--- src/rtl/dp_ram_pkg.sv ---
// Shared defaults and helpers for the valid-tracked dual-port RAM.
// Pure constants/types, no timing or flow control.
package dp_ram_pkg;

  localparam int DEF_DATA_W = 8;
  localparam int DEF_DEPTH  = 16;

  // Address width for a given depth, never narrower than one bit.
  function automatic int addr_w(input int depth);
    return (depth > 1) ? $clog2(depth) : 1;
  endfunction

  // Which register currently drives rd_data.
  typedef enum logic [1:0] {
    SRC_ZERO = 2'd0,
    SRC_CORE = 2'd1,
    SRC_BYP  = 2'd2
  } rd_src_e;

endpackage

--- src/rtl/dp_ram_core.sv ---
// Plain simple dual-port array with a registered read port, read-first on collision.
// One-cycle read latency; no backpressure, output register holds when rd_en_i is low.
module dp_ram_core
  import dp_ram_pkg::*;
#(
  parameter int DATA_W = DEF_DATA_W,
  parameter int DEPTH  = DEF_DEPTH,
  parameter int ADDR_W = addr_w(DEPTH)
) (
  input  logic              clk,
  input  logic              wr_en_i,
  input  logic [ADDR_W-1:0] wr_addr_i,
  input  logic [DATA_W-1:0] wr_data_i,
  input  logic              rd_en_i,
  input  logic [ADDR_W-1:0] rd_addr_i,
  output logic [DATA_W-1:0] rd_data_o
);

  logic [DATA_W-1:0] mem_q [DEPTH];
  logic [DATA_W-1:0] rd_data_q;

  always_ff @(posedge clk) begin
    if (wr_en_i) mem_q[wr_addr_i] <= wr_data_i;
    if (rd_en_i) rd_data_q <= mem_q[rd_addr_i];
  end

  assign rd_data_o = rd_data_q;

endmodule

--- src/rtl/dp_ram_param.sv ---
// Dual-port RAM with per-entry valid bits, collision bypass, error pulses and occupancy count.
// One-cycle read latency; no backpressure, errors are flagged and the request dropped.
module dp_ram_param
  import dp_ram_pkg::*;
#(
  parameter int DATA_W      = DEF_DATA_W,
  parameter int DEPTH       = DEF_DEPTH,
  parameter int ADDR_W      = addr_w(DEPTH),
  parameter bit CLR_ON_READ = 1'b1,
  parameter bit BYPASS      = 1'b1
) (
  input  logic              clk,
  input  logic              rst,
  input  logic              wr_en,
  input  logic [ADDR_W-1:0] wr_addr,
  input  logic [DATA_W-1:0] wr_data,
  input  logic              rd_en,
  input  logic [ADDR_W-1:0] rd_addr,
  output logic [DATA_W-1:0] rd_data,
  output logic              rd_valid,
  output logic              rd_err,
  output logic              wr_err,
  output logic              ovwr,
  output logic [ADDR_W:0]   count
);

  logic [DEPTH-1:0]  vld_q, vld_d;
  logic [ADDR_W:0]   count_q, count_d;
  logic              rd_valid_q, rd_valid_d;
  logic              rd_err_q, rd_err_d;
  logic              wr_err_q, wr_err_d;
  logic              ovwr_q, ovwr_d;
  logic [DATA_W-1:0] byp_q;
  rd_src_e           src_q;
  logic [DATA_W-1:0] core_rdata;

  logic wr_ok, rd_ok, coll, byp_hit, rd_hit, core_re, set_new, clr_old;

  always_comb begin
    wr_ok   = wr_en && (int'(wr_addr) < DEPTH);
    rd_ok   = rd_en && (int'(rd_addr) < DEPTH);
    coll    = wr_ok && rd_ok && (wr_addr == rd_addr);
    byp_hit = BYPASS && coll;
    rd_hit  = rd_ok && (byp_hit || vld_q[rd_addr]);
    core_re = rd_ok && vld_q[rd_addr] && !byp_hit;

    // Order of set/clear decides who wins on a same-address collision.
    vld_d = vld_q;
    if (BYPASS) begin
      if (wr_ok) vld_d[wr_addr] = 1'b1;
      if (CLR_ON_READ && rd_hit) vld_d[rd_addr] = 1'b0;
    end else begin
      if (CLR_ON_READ && rd_hit) vld_d[rd_addr] = 1'b0;
      if (wr_ok) vld_d[wr_addr] = 1'b1;
    end

    set_new = wr_ok && !vld_q[wr_addr] && vld_d[wr_addr];
    clr_old = rd_ok && vld_q[rd_addr] && !vld_d[rd_addr];
    count_d = count_q + (ADDR_W+1)'(set_new) - (ADDR_W+1)'(clr_old);

    rd_valid_d = rd_hit;
    rd_err_d   = rd_en && !rd_hit;
    wr_err_d   = wr_en && !wr_ok;
    ovwr_d     = wr_ok && vld_q[wr_addr] && !byp_hit;
  end

  always_ff @(posedge clk) begin
    if (rst) begin
      vld_q      <= '0;
      count_q    <= '0;
      rd_valid_q <= 1'b0;
      rd_err_q   <= 1'b0;
      wr_err_q   <= 1'b0;
      ovwr_q     <= 1'b0;
      byp_q      <= '0;
      src_q      <= SRC_ZERO;
    end else begin
      vld_q      <= vld_d;
      count_q    <= count_d;
      rd_valid_q <= rd_valid_d;
      rd_err_q   <= rd_err_d;
      wr_err_q   <= wr_err_d;
      ovwr_q     <= ovwr_d;
      // rd_data keeps following the last successful read source.
      if (byp_hit) begin
        byp_q <= wr_data;
        src_q <= SRC_BYP;
      end else if (core_re) begin
        src_q <= SRC_CORE;
      end
    end
  end

  dp_ram_core #(
    .DATA_W (DATA_W),
    .DEPTH  (DEPTH),
    .ADDR_W (ADDR_W)
  ) u_core (
    .clk       (clk),
    .wr_en_i   (wr_ok && !rst),
    .wr_addr_i (wr_addr),
    .wr_data_i (wr_data),
    .rd_en_i   (core_re && !rst),
    .rd_addr_i (rd_addr),
    .rd_data_o (core_rdata)
  );

  always_comb begin
    case (src_q)
      SRC_CORE: rd_data = core_rdata;
      SRC_BYP:  rd_data = byp_q;
      default:  rd_data = '0;
    endcase
  end

  assign rd_valid = rd_valid_q;
  assign rd_err   = rd_err_q;
  assign wr_err   = wr_err_q;
  assign ovwr     = ovwr_q;
  assign count    = count_q;

endmodule

--- config.mk ---
export PLATFORM = sky130hd
export DESIGN_NAME = dp_ram_param
export DESIGN_NICKNAME = d
export VERILOG_FILES = /design/src/rtl/dp_ram_pkg.sv /design/src/rtl/dp_ram_core.sv /design/src/rtl/dp_ram_param.sv
export SDC_FILE = /design/constraint.sdc
export NUM_CORES = 1
export LEC_CHECK = 0
export BUFFER_PORTS_ARGS = -buffer_cell sky130_fd_sc_hd__buf_2
export CORE_UTILIZATION = 30
export CTS_CLUSTER_DIAMETER = 40
export DETAILED_ROUTE_END_ITERATION = 8
export PLACE_DENSITY = 0.45
export RECOVER_POWER = 100
export SKIP_CTS_REPAIR_TIMING = 1
export SYNTH_ARGS = -nofsm -noshare
export SYNTH_HDL_FRONTEND = slang
export SYNTH_HIERARCHICAL = 1
export SYNTH_SLANG_ARGS = --single-unit
--- constraint.sdc ---
create_clock -name clk -period 3.6 [get_ports clk]
set_clock_uncertainty 0.2 [all_clocks]
set_input_delay 0.72 -clock clk [delete_from_list [all_inputs] [get_ports clk]]
set_output_delay 0.72 -clock clk [all_outputs]
set_load 0.005 [all_outputs]
==> results.yml <==
critical_path:
  path_class: "in2reg"
  slowest_delay_ns: 0.52
  path_buf_inv: 2
  start_kind: "input pin"
  worstPathCellList: "buf_12 -> mux4_2 -> nor2_4 -> a211oi_4 -> a32o_2 -> a41o_1 -> a32oi_1 -> nand4_1 -> ha_1 -> inv_1 -> ha_2 -> fa_2 -> a21o_1 -> a21oi_2 -> xnor2_1 -> nor2_1"
  crit_required_ns: 3.71
  cp-end-kind: "flip-flop"
  crit_family: "compound AO/OA/AOI/OAI gates"
  arrival_ns: 3.82
  crit_path_max_fanout: 6
  cp_slowest_cell: "mux4_2"
die:
  die_h_um: 160
  start_util_pct: 30.8
  rows: 57
  num_io_pins: 37
  fp.dieW_um: 160
  dieArea_um2: 25700
  core_um2: 24500
sta:
  slew_viol_final: 0
  hold_viol: 0
  tns_ns: -0.164
  grt_setup_unrepaired: "yes"
  slew_headroom_pct: 49.7
  worst_slew_pin_slew_ns: 0.754
  worst_slack_ns: -0.111
  period_share_pct: 103
  max_freq_mhz: 269
  setup_viol: 2
  layout_min_cycle_time_ns: 3.71
  whs_ns: 0.298
synthesis:
  avgSynthCellArea_um2: 15.2
  async_flop_share_pct: 0
  ys_warn_count: 6
  ys_ff_latch: 170
  synthCells: 494
  netlist-cell-type-count: 67
  syn_area_um2: 7530
  synth-edff-count: 136
  ys_seq_area_share_pct: 63.3
  synth_flop_cell: "edfxtp_1"
  syn_nets: 522
finish:
  syn_to_final_growth_pct: 25.7
  regArea_um2: 4760
  fin_util_pct: 38.7
  drive_above_1_share_pct: 32.8
  fillers: 2328
  stdcell_area_um2: 9460
  final_cells: 956
  multi_input_comb_area_um2: 2630
  final_nets: 647
  antenna_cells: 0
pwr:
  p_int_mw: 3.38
  finalPower_mw: 4.62
  p_per_area_nw_per_um2: 488
  p_comb_share_pct: 11.8
  power_frac_clock_pct: 40.8
  power.leakage_nw: 3.34
  seqPwrFrac_pct: 47.4
  ir_drop_v: 0.000281
  switching_share_pct: 26.8
  power.switching_mw: 1.24
clock_tree:
  htree_num_levels: 4
  cts_num_sinks: 170
  root_buffer: "clkbuf_16"
  cts_tree: "yes"
  clk_pin_slew_ns: 0.08
  cts.path.max_buffers: 2
  cts_made_buffers: 17
  insertion_delay_ns: 0.43
grt:
  grt_pass1_wl_um: 29600
  grt_pass1_vias: 4889
  grt_max_degree: 34
  antenna_found_initial: 0
  grt.overflow.total: 0
  grt_usage_pct: 15.6
placed_design:
  gp_congestion: 0.876
  placed_cells: 922
  hpwl_um: 13700
  placed_cell_area_um2: 8690
  pre_cts_ws_ns: -0.778
  port_buffers: 35
hold_path:
  holdCritPathClass: "reg2reg"
detailed_routing:
  avgViaCountPerCell: 5.02
  drt_iter0_drc: 418
  drc: 0
  drt_first_pass_iters: 4
  vias: 4803
  ant_nets: 0
  wl_per_cell_um: 20.2
  wirelength_um: 19300
outcome:
  outcome: "finished, violations left"
  violations: "setup timing"
flow_run:
  max_cap_violations: 0
==> worst register-to-register path, cell delays in order, from the launching register on <==
cell and delay (ns):
dfxtp_1 0.33, mux4_2 0.50, nor2_4 0.16, a211oi_4 0.06, a32o_2 0.29, a41o_1 0.27
a32oi_1 0.18, nand4_1 0.15, ha_1 0.32, inv_1 0.04, ha_2 0.17, fa_2 0.34
a21o_1 0.18, a21oi_2 0.14, xnor2_1 0.12, nor2_1 0.05
==> placed cells by master, fill, tap and decap left out, drive strengths merged, types with 2 or more instances in the layout <==
cell type	instances
a211oi	11
a21o	2
a21oi	18
a22oi	25
a311oi	7
a31oi	7
and2	3
and2b	2
and3	3
buf	125
clkbuf	32
clkinv	7
dfxtp	34
edfxtp	136
ha	7
inv	21
mux2	2
mux2i	13
mux4	37
nand2	18
nand2b	2
nand3	6
nand3b	3
nand4	7
nor2	51
nor2b	10
nor3	7
o21ai	2
o2bb2ai	3
o41ai	2
xnor2	6
xor2	2
==> per-layer routing <==
layer	wire, um	GRT usage (%)
met2	9110	24.7
met5	0	0
met3	905	3.33
met4	193	3.94
met1	9110	21.8
==> layout make-up <==
cell class	count	share of cell area [%]
multi-input combinational	277	27.8
tap	324	4.28
timing repair buffer	140	10.4
inverter	13	0.516
sequential	170	50.4
clock inverter	15	2.16
clock buffer	17	4.50
==> synthesized netlist by cell type (all sizes together), types with 6 or more instances <==
cell / count / area share (%)
nand4: 7 / 0.66
a311oi: 7 / 0.90
nor2: 51 / 2.7
a31oi: 7 / 0.58
a21oi: 18 / 1.2
edfxtp: 136 / 54
a22oi: 25 / 2.6
nor2b: 10 / 0.83
mux4: 37 / 12
mux2i: 13 / 1.7
clkbuf: 14 / 0.75
xnor2: 6 / 0.95
inv: 13 / 0.65
ha: 7 / 1.2
nand2: 18 / 0.90
nor3: 7 / 0.47
buf: 17 / 1.6
a211oi: 11 / 1.3
nand3: 6 / 0.40
dfxtp: 34 / 9.0
==> final timing paths <==
check	depth (start not counted)	slack, ns	to	startpoint
worst min register to register	2	0.30	byp_q[0]$_SDFFE_PP0P_	byp_q[0]$_SDFFE_PP0P_
worst max register to register	15	-0.03	count[4]$_SDFF_PP0_	vld_q[14]$_SDFF_PP0_
worst max-delay path	16	-0.11	count[4]$_SDFF_PP0_	rd_addr[1]
worst min-delay path	2	0.30	byp_q[0]$_SDFFE_PP0P_	byp_q[0]$_SDFFE_PP0P_
==> logic make-up (layout without fill, tap and decap cells) <==
kind of cell               Yosys count  count (layout)  synth area share (%)
muxes                               52              52                  13.8
DFF                                170             170                  63.3
and+or+nand+nor                    117             117                  7.63
AOI/OAI and AO/OA                   91              91                  9.27
xor gates and xnor gates             8               8                  1.18
other                                1               1                0.0498
buffers and inverters               47             185                  3.37
adders and majority gates            8               8                  1.43
==> flip-flops by register name (all words and copies together), names as in the netlist <==
register          count
u_core/mem_q        128
vld_q                16
byp_q                 8
u_core/rd_data_o      8
count                 5
src_q                 2
ovwr                  1
rd_err                1
rd_valid              1
==> power groups by stage <==
stage | combinational [mW] | clock (mW) | sequential, mW
after floorplan | 0.316 | 0 | 2.23
after global placement | 0.524 | 0 | 2.23
after detailed placement | 0.523 | 0 | 2.23
after CTS | 0.525 | 1.93 | 2.19
after global routing | 0.601 | 2.02 | 2.20
final | 0.546 | 1.88 | 2.19
(Power assumes the default switching activity.)
